`config.mk`:
```
export PLATFORM = sky130hd
export DESIGN_NAME = instruction_fetch_unit_flat
export DESIGN_NICKNAME = d
export VERILOG_FILES = /design/src/rtl/instruction_fetch_unit_if.sv /design/src/rtl/instruction_fetch_unit.sv /design/src/flat_wrapper.sv
export SDC_FILE = /design/constraint.sdc
export NUM_CORES = 1
export LEC_CHECK = 0
export BUFFER_PORTS_ARGS = -buffer_cell sky130_fd_sc_hd__buf_4
export CELL_PAD_IN_SITES_DETAIL_PLACEMENT = 0
export CELL_PAD_IN_SITES_GLOBAL_PLACEMENT = 1
export CORE_AREA = 2 2 139 141
export DETAILED_ROUTE_END_ITERATION = 8
export DIE_AREA = 0 0 141 143
export GPL_TIMING_DRIVEN = 0
export PLACE_DENSITY_LB_ADDON = 0.1
export SYNTH_ARGS = -nofsm -noshare
export SYNTH_HDL_FRONTEND = slang
export SYNTH_SLANG_ARGS = --single-unit
export TNS_END_PERCENT = 100
```
`constraint.sdc`:
```
create_clock -name clk -period 5 [get_ports clk]
set_input_delay 1 -clock clk [delete_from_list [all_inputs] [get_ports clk]]
set_output_delay 1 -clock clk [all_outputs]
set_load 0.05 [all_outputs]
```
`src/rtl/instruction_fetch_unit_if.sv`:
```
// Fetch-stage bundle: instruction-memory handshake, downstream control inputs and the
// fetched instruction presented to decode.
interface instruction_fetch_unit_if;
  logic        imem_req;
  logic [31:0] imem_addr;
  logic        imem_ready;
  logic [31:0] imem_rdata;
  logic        stall;
  logic        branch_taken;
  logic [31:0] branch_offset;
  logic [31:0] instr;
  logic [5:0]  opcode;
  logic        instr_valid;
  logic [31:0] pc;
  logic [31:0] pc_plus4;
  logic [31:0] retire_count;

  modport master (
    output imem_req, imem_addr, instr, opcode, instr_valid, pc, pc_plus4, retire_count,
    input  imem_ready, imem_rdata, stall, branch_taken, branch_offset
  );

  modport slave (
    input  imem_req, imem_addr, instr, opcode, instr_valid, pc, pc_plus4, retire_count,
    output imem_ready, imem_rdata, stall, branch_taken, branch_offset
  );
endinterface

```
`src/rtl/instruction_fetch_unit.sv`:
```
// MIPS fetch stage: owns the PC, reads one word per instruction from instruction memory
// and holds it for decode until consumed, then steps sequentially or to a branch target.
module instruction_fetch_unit #(
  parameter logic [31:0] RESET_PC = 32'h0000_0000
) (
  input  logic                      clk,
  input  logic                      reset,
  instruction_fetch_unit_if.master  bus
);

  typedef enum logic {S_REQ, S_VALID} state_t;

  state_t      state;
  logic [31:0] pcReg;
  logic [31:0] instrReg;
  logic [31:0] retireCount;
  logic [31:0] pcPlus4;
  logic        consume;

  // Word offset scaled to bytes; bits shifted past bit 31 are dropped by design.
  function automatic logic [31:0] branchTarget(input logic [31:0] seqPc,
                                               input logic [31:0] offset);
    return seqPc + (offset << 2);
  endfunction

  assign pcPlus4 = pcReg + 32'd4;
  assign consume = (state == S_VALID) && !bus.stall;

  always_ff @(posedge clk) begin
    if (reset) begin
      state       <= S_REQ;
      pcReg       <= RESET_PC;
      instrReg    <= 32'h0;
      retireCount <= 32'h0;
    end else begin
      case (state)
        S_REQ: begin
          if (bus.imem_ready) begin
            instrReg <= bus.imem_rdata;
            state    <= S_VALID;
          end
        end
        S_VALID: begin
          if (consume) begin
            pcReg       <= bus.branch_taken ? branchTarget(pcPlus4, bus.branch_offset) : pcPlus4;
            retireCount <= retireCount + 32'd1;
            state       <= S_REQ;
          end
        end
        default: state <= S_REQ;
      endcase
    end
  end

  // A request is never shown to memory while reset is held, even for one cycle.
  assign bus.imem_req     = (state == S_REQ) && !reset;
  assign bus.imem_addr    = pcReg;
  assign bus.instr        = instrReg;
  assign bus.instr_valid  = (state == S_VALID);
  // All-ones opcode decodes to the control unit's inert default, making bubbles harmless.
  assign bus.opcode       = (state == S_VALID) ? instrReg[31:26] : 6'b111111;
  assign bus.pc           = pcReg;
  assign bus.pc_plus4     = pcPlus4;
  assign bus.retire_count = retireCount;

endmodule

```
`src/flat_wrapper.sv`:
```
// flat-port wrapper written by rule: the top's interface ports become plain ports
module instruction_fetch_unit_flat 
#(
  parameter logic [31:0] RESET_PC = 32'h0000_0000
)
  (clk, reset, bus_imem_req, bus_imem_addr, bus_instr, bus_opcode, bus_instr_valid, bus_pc, bus_pc_plus4, bus_retire_count, bus_imem_ready, bus_imem_rdata, bus_stall, bus_branch_taken, bus_branch_offset);
  instruction_fetch_unit_if bus_i ();
  input  logic clk;
  input  logic reset;
  output wire logic [$bits(bus_i.imem_req)-1:0] bus_imem_req;
  output wire logic [$bits(bus_i.imem_addr)-1:0] bus_imem_addr;
  output wire logic [$bits(bus_i.instr)-1:0] bus_instr;
  output wire logic [$bits(bus_i.opcode)-1:0] bus_opcode;
  output wire logic [$bits(bus_i.instr_valid)-1:0] bus_instr_valid;
  output wire logic [$bits(bus_i.pc)-1:0] bus_pc;
  output wire logic [$bits(bus_i.pc_plus4)-1:0] bus_pc_plus4;
  output wire logic [$bits(bus_i.retire_count)-1:0] bus_retire_count;
  input wire logic [$bits(bus_i.imem_ready)-1:0] bus_imem_ready;
  input wire logic [$bits(bus_i.imem_rdata)-1:0] bus_imem_rdata;
  input wire logic [$bits(bus_i.stall)-1:0] bus_stall;
  input wire logic [$bits(bus_i.branch_taken)-1:0] bus_branch_taken;
  input wire logic [$bits(bus_i.branch_offset)-1:0] bus_branch_offset;
  assign bus_imem_req = bus_i.imem_req;
  assign bus_imem_addr = bus_i.imem_addr;
  assign bus_instr = bus_i.instr;
  assign bus_opcode = bus_i.opcode;
  assign bus_instr_valid = bus_i.instr_valid;
  assign bus_pc = bus_i.pc;
  assign bus_pc_plus4 = bus_i.pc_plus4;
  assign bus_retire_count = bus_i.retire_count;
  assign bus_i.imem_ready = bus_imem_ready;
  assign bus_i.imem_rdata = bus_imem_rdata;
  assign bus_i.stall = bus_stall;
  assign bus_i.branch_taken = bus_branch_taken;
  assign bus_i.branch_offset = bus_branch_offset;
  instruction_fetch_unit #(.RESET_PC(RESET_PC)) u_core (.clk(clk), .reset(reset), .bus(bus_i));
endmodule
```
==> reports/results.txt, run 1 <==
Die span in y = 143 um
Post-Route WL = 22.93 mm
Fin cells = 1,351
Top post-synthesis cells by area = dfxtp_1, nand2_1, ha_1, a21oi_1, xor2_1
Post-synth EDFFs = 0
Via count = 7,043
N_diodes = 0
TritonCTS buffer count = 9
Routability cong. = 0.8689
# IOs = 237
Reg-to-reg setup timing slack = 0.38 ns
Most common cell after layout, fill and taps aside = buf_4
Sink Count = 95
HP Class = flip-flop to flip-flop
DRT antenna net count = 0
CORE AREA = 18,580 sq um
Clk Latency, worst-skew pair = 0.36 ns
Max Buffers Root-to-Sink = 2
Post-synthesis sequential area ratio = 0.2882
Xor and xnor area share after synthesis = 0.09517
Slew @ Worst Pin = 0.7685 ns
Cell Chain, Critical Path = nand4_4, or4_1, nor2_1, and2_1, xor2_1, ha_1, clkbuf_1, a21oi_1, o21ai_0, a2111oi_0, a211oi_1, a31oi_1, xor2_1, a221o_1
Overall Global Routing Usage = 0.2174
First-pass GRT wire length = 34.73 mm
Synth Area in Adders = 0.07318
Hold Vio Cnt, Final = 0
RSZ-0062 raised after global routing = no
Top FF cell, synth = dfxtp_1
Synth Area per Inst = 7.595 sq um
Yosys cell types = 64
Most common cell on crit path = xor2_1
CP startpoint kind = flip-flop
Nets = 1,219
Worst Reg-to-Reg Cells = 14
Status = completed
Final slew viol count = 0
Clock Pin Slew Worst Setup and Hold Paths = 0.07 ns
Maximum VDD drop = 153.7 uV
CTS tree = yes
Hold-fix buffers, CTS = 0
Commonest cells after routing, fill and taps aside = buf_4, nand2_1, dfxtp_1
FMAX = 0.2164 GHz
Largest net degree at the start of global routing = 19
Setup crit end kind = flip-flop
Setup TNS = 0 ns
Worst slack at placement = 0.4319 ns
GRT overflow = 0
Clk_skew = 0.007110 ns
Crit path largest cell delay = 0.64 ns
Port Buffers = 227
Crit path max-delay family = compound AO/OA/AOI/OAI gates
Worst slew margin = 0.4858
Iteration-0 DRC Markers = 355
Met2 GRT Util = 0.3587
Crit path depth = 14
Worst Setup Slack, final = 0.3781 ns
Post-CTS Setup Bufs = 0
Critical-path top delay cell = or4_1
Post-Syn Area = 6600 sq um
Starting Density = 0.3552
HPWL reported at the end of detailed placement = 17.67 mm
Simple-gate share of the synthesized area = 0.2523
Final core occ = 0.4792
Clock tree root driver cell = clkbuf_16
Leading area contributor after synthesis = dfxtp_1
DRT Pass-1 Iters = 5
Reg2reg start = u_core.bus.imem_addr[10]
Max_cap viols = 0
Via density = 5.213
Cell row count = 50
Critical path buffer and inverter count = 1
Area delta synth->final = 34.90%
CP startpoint = u_core.bus.imem_addr[10]
Initial antenna violation count = 0
H-tree levels = 3
GR peak layer = met2
Async SR Flop Fraction = 0
Met3 global-route usage = 0.04192
Vias in the first global route = 6,434
Total of warnings raised by yosys = 0
Synth Register Bits = 95
DIE AREA = 20,160 sq um
Largest family of logic cells by synthesized area = simple AND/OR/NAND/NOR gates
Period Utilization, post-route = 0.9244
Critical Path RT = 5.25 ns
Final setup viols = 0
Grt met1 use = 0.2942
Leak Pwr = 4.072 nW
Post-Syn Instances = 869
Critical R2R Capture = u_core.bus.imem_addr[31]
# DRC = 0
Multiplexer area fraction after synthesis = 0.007583
Top cell type's share of synthesized area = 0.2882
Compound-Gate Fraction of Synth Area = 0.2119
P per Cell Area = 235.6 nW/um^2
Capture point of the worst path = u_core.bus.imem_addr[31]
Minimum clock period = 4.622 ns
Die W = 141 um
Drt wl/cell = 16.98 um
Setup CP Type = flip-flop to flip-flop
Share of layout cells above drive strength 1 = 0.2587
Placed insts = 1,335
Critical path arrival = 4.87 ns
CP max FO = 8
==> where the power goes <==
group	leakage [nW]	switching (mW)	internal, mW
logic	3.16	0.395	0.203
clock network	0.142	0.336	0.351
registers	0.772	0.0300	0.782
total	4.07	0.761	1.34
==> cells by family after synthesis <==
group           count (synthesis)
simple gates                  344
fa+ha+maj                      38
other cells                     1
flops                          95
mux                             5
buf+inv                        89
xor+xnor                       70
compound gates                227
==> layout make-up <==
type / count / area, sq um
Clock inverter: 6 / 57.56
Fill cell: 1938 / 9677
Timing Repair Buffer: 227 / 1704
Tap cell: 234 / 292.8
Multi-Input combinational cell: 690 / 4249
Clock buffer: 10 / 229.0
Sequential cell: 95 / 1902
Buffer: 80 / 435.4
Inverter: 9 / 33.78
==> metrics by stage <==
stage / total power [mW] / hold slack [ns] / cell area (sq um)
after floorplan: 1.227 / 0.6753 / 6619
after global placement: 1.426 / 0.4435 / 8616
after detailed placement: 1.426 / 0.4472 / 8616
after CTS: 2.116 / 0.4573 / 8902
after global routing: 2.185 / 0.4709 / 8904
final: 2.098 / 0.4552 / 8904
==> worst min-delay path, delay by kind of cell, from the launching register on <==
kind               cells  cell delay (ns)
DFF                    1             0.31
AOI/OAI and AO/OA      1             0.05
and+or+nand+nor        1             0.05
==> synth_stat cells, drive strengths merged (6+ instances only) <==
master    n
nor2     77
inv       9
and4      7
nand2   125
a22oi     7
a211o     6
dfxtp    95
ha       37
nand3    29
clkbuf   38
and2      7
a211oi   10
a21oi    89
and3     16
o22ai     7
xor2     43
a31oi     8
nor2b     6
nor3     16
a21o     19
or3      14
nand4    20
buf      42
nand2b   10
xnor2    26
o21ai    44
==> state kept, by name, indices dropped and copies added, names as in the netlist <==
name and flops:
u_core.bus.instr 32, u_core.bus.retire_count 32, u_core.bus.imem_addr 30, u_core.bus.instr_valid 1
==> timing repair <==
action / 4_1_cts / 5_1_grt
resized for setup: 0 / 1
hold endpoints to repair: 0 / 0
endpoints found under the setup margin: 0 / 1
==> routing by layer <==
layer,vias up,share of wire
met4,0,0.012
met2,220,0.47
li1,3542,-
met3,18,0.054
met5,-,0
met1,3263,0.47
==> how the worst min path moves through the flow <==
stage	endpoint	depth (start not counted)	slack, ns	from
2_1_floorplan	u_core.bus.instr[10]	2	0.68	u_core.bus.instr[10]
3_3_place_gp	u_core.bus.instr[19]	2	0.44	u_core.bus.instr[19]
3_5_place_dp	u_core.bus.instr[9]	2	0.45	u_core.bus.instr[9]
4_1_cts	u_core.bus.instr[11]	2	0.46	u_core.bus.instr[11]
5_1_grt	u_core.bus.instr[3]	2	0.47	u_core.bus.instr[3]
6_report	u_core.bus.instr[3]	2	0.46	u_core.bus.instr[3]
Note: power is estimated with default switching activity, not from simulation.
==> run 2: changes to the inputs <==
Settings changed: CORE_AREA 2 2 139 141 to 2 2 147 149, DIE_AREA 0 0 141 143 to 0 0 149 151, SLEW_MARGIN set to 0.
Clock period 5 ns to 4 ns, I/O delays scaled along.
==> run 2 against run 1 <==
Hold slack about the same. Wire length increased by 6.8%. Critical path type unchanged. Count of clock-buffer cells in the layout unchanged. Maximum frequency increased by 21%. Register-to-register slack got worse by 0.21 ns. Largest cell class unchanged. Critical endpoint unchanged. Sequential share of layout area decreased by 0.88 points. Combinational power increased by 28%.
==> reports/results.txt, run 2 (same netlist as run 1, synthesis figures left out) <==
Hold endpoint = u_core.bus.instr[0]
Period Utilization, post-route = 0.9576
Fillcell total = 2,203
Die W = 149 um
Fin cells = 1,394
Area after DPL = 8979 sq um
CP max FO = 7
# IOs = 237
CP startpoint = u_core.bus.imem_addr[13]
First-pass GRT wire length = 37.60 mm
Hold Vio Cnt, Final = 0
Die span in y = 151 um
FMAX = 0.2611 GHz
Final setup viols = 0
Clock tree root driver cell = clkbuf_16
Crit path largest cell delay = 0.56 ns
DRT antenna net count = 0
Clk Latency, worst-skew pair = 0.36 ns
Starting Density = 0.3170
DIE AREA = 22,500 sq um
Reg-to-reg setup timing slack = 0.17 ns
Placed insts = 1,376
Reg2reg start = u_core.bus.imem_addr[13]
Clk_skew = 0.01065 ns
Maximum VDD drop = 200.4 uV
TritonCTS buffer count = 9
HP Class = flip-flop to flip-flop
HPWL reported at the end of detailed placement = 18.85 mm
Overall Global Routing Usage = 0.2139
Multi-input gate area = 4672 sq um
Critical path arrival = 4.07 ns
N_diodes = 0
Critical-path top delay cell = or4_4
Nets = 1,221
Minimum clock period = 3.830 ns
Hold Crit Start = u_core.bus.instr[0]
DRT Pass-1 Iters = 5
Leak Pwr = 4.249 nW
CTS tree = yes
Clock Pin Slew Worst Setup and Hold Paths = 0.07 ns
Via density = 5.124
Hold-fix buffers, CTS = 0
Setup CP Type = flip-flop to flip-flop
CORE AREA = 20,820 sq um
Max_cap viols = 0
# DRC = 0
Share of layout cells above drive strength 1 = 0.3271
Port Buffers = 227
Routability cong. = 0.8752
Hold slack = 0.4553 ns
Vias in the first global route = 6,712
Register area = 1937 sq um
Design area = 9459 sq um
Critical R2R Capture = u_core.bus.imem_addr[31]
Area delta synth->final = 43.32%
GRT overflow = 0
Max Buffers Root-to-Sink = 2
Drt wl/cell = 17.57 um
Worst Reg-to-Reg Cells = 13
Post-Route WL = 24.49 mm
Final slew viol count = 0
Critical Path RT = 4.24 ns
Via count = 7,143
CP startpoint kind = flip-flop
Hold path depth = 2
Cell row count = 53
Status = completed
Worst slew margin = 0.4358
P per Cell Area = 283.1 nW/um^2
Most common cell after layout, fill and taps aside = buf_4
Iteration-0 DRC Markers = 335
Largest net degree at the start of global routing = 19
Setup crit end kind = flip-flop
Sink Count = 95
Cell Chain, Critical Path = nand4_1, or4_4, nor3_4, buf_4, and2_2, xor2_4, ha_1, a21o_1, a2111oi_2, a211oi_2, a31oi_2, xor2_1, a221o_1
Setup TNS = 0 ns
H-tree levels = 3
Initial antenna violation count = 0
Slew @ Worst Pin = 0.8432 ns
Commonest cells after routing, fill and taps aside = buf_4, nand2_1, a21oi_1
## run 2: cell types whose count changed in the layout (fill, tap and decap cells not counted), moves of 5 or more
cell / change
dfxtp_4: +6
dfxtp_2: +10
dfxtp_1: -16
buf_4: +7
xnor2_4: +5
xor2_2: +8
xor2_1: -12
clkbuf_1: -8
xnor2_1: -9
## run 2: layer usage
metal	vias up	share of wire	GRT usage
li1	3539	-	-
met1	3357	0.46	0.2942
met2	232	0.47	0.3516
met3	15	0.061	0.03916
met4	0	0.011	0.04429
met5	-	0	0
## run 2: where the power goes
group	switching, mW	total, mW	internal (mW)
clock network	0.433	0.889	0.456
logic	0.501	0.768	0.267
registers	0.0444	1.02	0.976
total	0.978	2.68	1.70
## run 2: timing repair
item | CTS | global route
buffers inserted | 4 | 3
pin swaps | 2 | 5
endpoints found under the setup margin | 10 | 15
gates resized for setup | 18 | 26
## run 2: worst max path at each step
| stage | end | slack [ns] | depth (start not counted) |
|---|---|---|---|
| floorplan | u_core.bus.imem_addr[31] | -0.07 | 14 |
| global placement | u_core.bus.imem_addr[31] | -0.58 | 14 |
| detailed placement | u_core.bus.imem_addr[31] | -0.54 | 14 |
| CTS | u_core.bus.imem_addr[31] | 0.006 | 12 |
| global route | u_core.bus.imem_addr[30] | -0.005 | 14 |
| finish | u_core.bus.imem_addr[31] | 0.17 | 13 |
## run 2: final cells by class
type / instances / area share
buffer: 75 / 0.04431
multi-input combinational: 690 / 0.4939
inverter: 9 / 0.003571
sequential: 95 / 0.2048
timing repair buffer: 234 / 0.1857
clock inverter: 6 / 0.006085
clock buffer: 10 / 0.02526
tap: 275 / 0.03638
## run 2: per-stage QoR
stage               worst slack [ns]  utilization  power (mW)
finish                        0.1697       0.4543       2.677
global route               -0.004753       0.4543       2.795
CTS                         0.006312       0.4495       2.700
detailed placement           -0.5360       0.4312       1.798
global placement             -0.5788       0.4312       1.800
floorplan                   -0.07438            -       1.543
## run 2: worst max-delay path: cells and delay by family (launching register included)
family                     cells  cell delay [ns]
AOI/OAI and AO/OA              5             1.33
and+or+nand+nor                4             1.16
DFF                            1             0.46
adders and majority gates      1             0.32
xor gates and xnor gates       2             0.26
buffers and inverters          1             0.18
